<file path="src/rtl/speed_ctrl.sv">
// Button-driven speed selector: debounced press steps SLOW/MED/FAST(/PAUSE) and a prescaler emits tick.
// Define SPEED_CTRL_PAUSE_EN to include the PAUSE mode; without it the mode loops SLOW->MED->FAST.
module speed_ctrl #(
    parameter int DEB_CYCLES = 500000,
    parameter int DIV_SLOW   = 50000000,
    parameter int DIV_MED    = 25000000,
    parameter int DIV_FAST   = 12500000
) (
    input  logic       clk,
    input  logic       reset,
    input  logic       btn,
    output logic       tick,
    output logic [1:0] mode,
    output logic       paused,
    output logic       press
);

    function automatic int max_of(input int a, input int b);
        return (a > b) ? a : b;
    endfunction

    localparam int DIV_MAX = max_of(DIV_SLOW, max_of(DIV_MED, DIV_FAST));
    localparam int PW      = (DIV_MAX > 2) ? $clog2(DIV_MAX) : 1;
    localparam int DW      = $clog2(DEB_CYCLES + 1);

    localparam logic [DW-1:0] DEB_LAST = DW'(DEB_CYCLES);
    localparam logic [PW-1:0] LIM_SLOW = PW'(DIV_SLOW - 1);
    localparam logic [PW-1:0] LIM_MED  = PW'(DIV_MED - 1);
    localparam logic [PW-1:0] LIM_FAST = PW'(DIV_FAST - 1);

    localparam logic [1:0] MODE_SLOW  = 2'b00;
    localparam logic [1:0] MODE_MED   = 2'b01;
    localparam logic [1:0] MODE_FAST  = 2'b10;
`ifdef SPEED_CTRL_PAUSE_EN
    localparam logic [1:0] MODE_PAUSE = 2'b11;
`endif

    logic          sync_meta;
    logic          sync_btn;
    logic          stable;
    logic [DW-1:0] deb_cnt;
    logic          accept_press;
    logic [1:0]    next_mode;
    logic [PW-1:0] presc;
    logic [PW-1:0] presc_lim;
    logic          prescale_hold;

    // Two-flop synchronizer; resets to the released (high) level.
    always_ff @(posedge clk or negedge reset) begin
        if (!reset) begin
            sync_meta <= 1'b1;
            sync_btn  <= 1'b1;
        end else begin
            sync_meta <= btn;
            sync_btn  <= sync_meta;
        end
    end

    // A new level is adopted on the edge after it has differed for DEB_CYCLES cycles.
    always_ff @(posedge clk or negedge reset) begin
        if (!reset) begin
            stable  <= 1'b1;
            deb_cnt <= '0;
        end else if (sync_btn == stable) begin
            deb_cnt <= '0;
        end else if (deb_cnt == DEB_LAST) begin
            stable  <= sync_btn;
            deb_cnt <= '0;
        end else begin
            deb_cnt <= deb_cnt + DW'(1);
        end
    end

    assign accept_press = stable && !sync_btn && (deb_cnt == DEB_LAST);

    always_comb begin
        next_mode = MODE_SLOW;
        case (mode)
            MODE_SLOW: next_mode = MODE_MED;
            MODE_MED:  next_mode = MODE_FAST;
`ifdef SPEED_CTRL_PAUSE_EN
            MODE_FAST: next_mode = MODE_PAUSE;
`endif
            default:   next_mode = MODE_SLOW;
        endcase
    end

    always_ff @(posedge clk or negedge reset) begin
        if (!reset) begin
            mode  <= MODE_SLOW;
            press <= 1'b0;
        end else begin
            press <= accept_press;
            if (accept_press) begin
                mode <= next_mode;
            end
        end
    end

`ifdef SPEED_CTRL_PAUSE_EN
    assign paused        = (mode == MODE_PAUSE);
    assign prescale_hold = (mode == MODE_PAUSE);
`else
    assign paused        = 1'b0;
    assign prescale_hold = 1'b0;
`endif

    always_comb begin
        presc_lim = LIM_SLOW;
        case (mode)
            MODE_MED:  presc_lim = LIM_MED;
            MODE_FAST: presc_lim = LIM_FAST;
            default:   presc_lim = LIM_SLOW;
        endcase
    end

    // A mode change restarts the count and swallows any tick due on that same edge.
    always_ff @(posedge clk or negedge reset) begin
        if (!reset) begin
            presc <= '0;
            tick  <= 1'b0;
        end else if (accept_press || prescale_hold) begin
            presc <= '0;
            tick  <= 1'b0;
        end else if (presc >= presc_lim) begin
            presc <= '0;
            tick  <= 1'b1;
        end else begin
            presc <= presc + PW'(1);
            tick  <= 1'b0;
        end
    end

endmodule

</file>
<file path="config.mk">
export PLATFORM = sky130hd
export DESIGN_NAME = speed_ctrl
export DESIGN_NICKNAME = d
export VERILOG_FILES = /design/src/rtl/speed_ctrl.sv
export SDC_FILE = /design/constraint.sdc
export NUM_CORES = 1
export LEC_CHECK = 0
export BUFFER_PORTS_ARGS = -buffer_cell sky130_fd_sc_hd__buf_2
export CORE_MARGIN = 2
export CORE_UTILIZATION = 54
export DETAILED_ROUTE_END_ITERATION = 10
export PLACE_DENSITY = 0.71
export SETUP_SLACK_MARGIN = 0.15
export SYNTH_ARGS = -nofsm -noshare
export SYNTH_HDL_FRONTEND = slang
export SYNTH_SLANG_ARGS = --single-unit
export TNS_END_PERCENT = 5
</file>
<file path="constraint.sdc">
create_clock -name clk -period 2.7 [get_ports clk]
set_input_delay 0.54 -clock clk [delete_from_list [all_inputs] [get_ports clk]]
set_output_delay 0.54 -clock clk [all_outputs]
set_load 0.01 [all_outputs]
</file>
==> results.yml <==
logic_synthesis:
  ys_types: 43
  syn_area_um2: 2930
  synth_area_leaders: "dfrtp_1 (42%), xor2_1 (7.2%), xnor2_1 (6.9%)"
  synth_top_area_frac: 0.419
  synth.net_count: 322
  seq_area_frac_synth: 0.446
  syn_inst: 305
  yosysWarnings: 0
  ys_ff_latch: 52
  yosys.area.top_type: "dfrtp_1"
  synth.avg_cell_area_um2: 9.60
place:
  portBuffers: 6
  pre_cts_ws_ps: -38.3
  place_hpwl_um: 3680
  place_congestion: 0.868
  dp_cells: 375
sta:
  fin_ws_ps: 275
  skew_ps: 11.7
  fin_crit_ps: 2420
  rsz0062_at_grt: "no"
  fin_crit_sh: 0.898
  max_freq_ghz: 0.412
  timing.hold.ws_ps: 15.2
  setup-violations-final: 0
  final_hold_viol_count: 0
  finalMaxSlewViolations: 0
clocking:
  htreeDepth: 2
  cts_buffer_depth: 2
  cts_hold_buf: 0
  clkSinkCount: 52
  cts_tree: "built"
  cts_root_buf: "clkbuf_8"
  clk_latency_ps: 300
  cts_buffers: 5
  clk_pin_slew_ps: 90
cells_and_area:
  final_common_cell: "dfrtp_1"
  layout_common_cells: "dfrtp_1 (49), nor2_1 (46), nand3_1 (28)"
  fin_util: 0.615
  fin_cells: 387
  area_delta_synth_final_pct: 8.76
  layout.nets: 333
  drive_above_1_share: 0.151
  antenna_cells: 0
setup_path:
  crit_required_ps: 2890
  critPathCapture: "presc[22]"
  worstPathMaxFanout: 13
  path_class: "reg2reg"
  cp-startpoint: "deb_cnt[1]"
  r2r_slack_ps: 280
  r2r-start: "deb_cnt[1]"
  regToRegEndpoint: "presc[22]"
  critPathArrivalTime_ps: 2610
  cp-start-kind: "flip-flop"
  critPathCaptureType: "flip-flop"
  rr_worst_depth: 9
floorplan:
  die_w_um: 77.6
  placementRows: 26
  die_height_um: 77.6
  fp.coreArea_um2: 5170
  num_io_pins: 8
  die_area_um2: 6020
  initial_core_util: 0.566
detailed_routing:
  ant_nets: 0
  drt_wl_total_um: 5430
  wl_met1_um: 2800
  vias: 2105
  wl_per_cell_um: 14.0
  vias_per_cell: 5.44
  drtIter0Drc: 112
  highest_layer: "met4"
  remaining_drc_errors: 0
  route.met3.wl_um: 238
  first_pass_iters: 4
  met2_length_um: 2340
global_routing:
  grt.overflow.total: 0
  grt_pass1_wl_um: 9520
  grt_use_total: 0.198
  grt_pass1_vias: 1981
  antenna_found_initial: 0
  grt_max_degree: 30
pwr:
  leakagePower_nw: 1.37
  ir_drop_v: 0.000242
  powerDensity_nw_per_um2: 395
status:
  status: "completed"
hold_path:
  hold_path.class: "in2async"
job:
  maxCapViolations: 0
==> synthesized netlist by cell type (all sizes together) <==
cell / n
nor2: 58
nand2: 21
dfstp: 3
o22ai: 1
inv: 14
ha: 14
nor4bb: 1
and2: 1
xnor2: 23
and3: 6
and4b: 1
nand4: 7
nand3b: 2
xor2: 24
o211ai: 2
a221oi: 1
clkbuf: 3
and4: 5
mux2: 1
or2: 1
nor2b: 3
nand2b: 2
or4b: 1
o21ai: 5
nor3b: 1
a21oi: 3
o2bb2ai: 1
nor3: 4
nor4b: 2
nor4: 4
dfrtp: 49
or3b: 1
a211oi: 2
conb: 1
buf: 9
nand3: 28
==> area by class of cell <==
class	instances	area (µm²)
Clock buffer	8	80.1
Sequential cell	52	1310
Multi-Input combinational cell	228	1540
Fill cell	420	1990
Tap cell	70	87.6
Inverter	14	52.6
Timing Repair Buffer	15	123
==> logic make-up (layout without fill, tap and decap cells) <==
kind of cell	Yosys count	after routing	share of synthesized area
buf+inv	26	37	0.0462
simple gates	149	149	0.262
compound gates	15	16	0.0406
flops	52	52	0.446
other cells	1	1	0.00128
xor+xnor	47	47	0.141
mux	1	1	0.00385
fa+ha+maj	14	14	0.0599
==> worst max-delay path: stages, from the launching register on <==
cell and delay, ps:
dfrtp_1 460, inv_1 80, ha_1 130, nor4b_1 300, nand3_1 140, nor4_2 430, nand2_1 350, o211ai_4 200
buf_12 180, nor2_2 40
==> what timing repair did <==
item | CTS | global route
setup endpoints to repair | 26 | 27
gates cloned | 1 | 0
resized for setup | 2 | 5
buffers inserted | 0 | 3
pin swaps | 1 | 5
==> where the power goes <==
| group | internal [W] | switching [W] | leakage, nW |
|---|---|---|---|
| Sequential | 0.000784 | 0.00000588 | 0.699 |
| Clock | 0.000185 | 0.000241 | 0.0395 |
| Combinational | 0.0000111 | 0.0000283 | 0.629 |
==> metrics by stage <==
| step | TNS [ps] | instance area [µm²] | power, W |
|---|---|---|---|
| 2_1_floorplan | 0 | 2930 | 0.000822 |
| 3_3_place_gp | 0 | 3010 | 0.000846 |
| 5_1_grt | 0 | 3180 | 0.00131 |
| 6_report | 0 | 3180 | 0.00126 |
| 3_5_place_dp | -181 | 3010 | 0.000847 |
| 4_1_cts | 0 | 3110 | 0.00127 |
==> flip-flops by register name, indices dropped and copies added, names as in the netlist <==
| signal | cells |
|---|---|
| deb_cnt | 19 |
| mode | 2 |
| presc | 26 |
| press | 1 |
| stable | 1 |
| sync_btn | 1 |
| sync_meta | 1 |
| tick | 1 |
==> worst min-delay path by stage <==
stage / start / endpoint
floorplan: reset / deb_cnt[0]
global placement: reset / deb_cnt[3]
global route: reset / deb_cnt[3]
detailed placement: reset / deb_cnt[3]
finish: reset / deb_cnt[3]
CTS: reset / deb_cnt[3]
==> per-layer routing <==
| metal | vias up | track usage |
|---|---|---|
| met3 | 4 | 0.0360 |
| met4 | 0 | 0.0536 |
| met5 | - | 0 |
| met1 | 1013 | 0.305 |
| met2 | 53 | 0.283 |
| li1 | 1035 | - |
(Power assumes the default switching activity.)
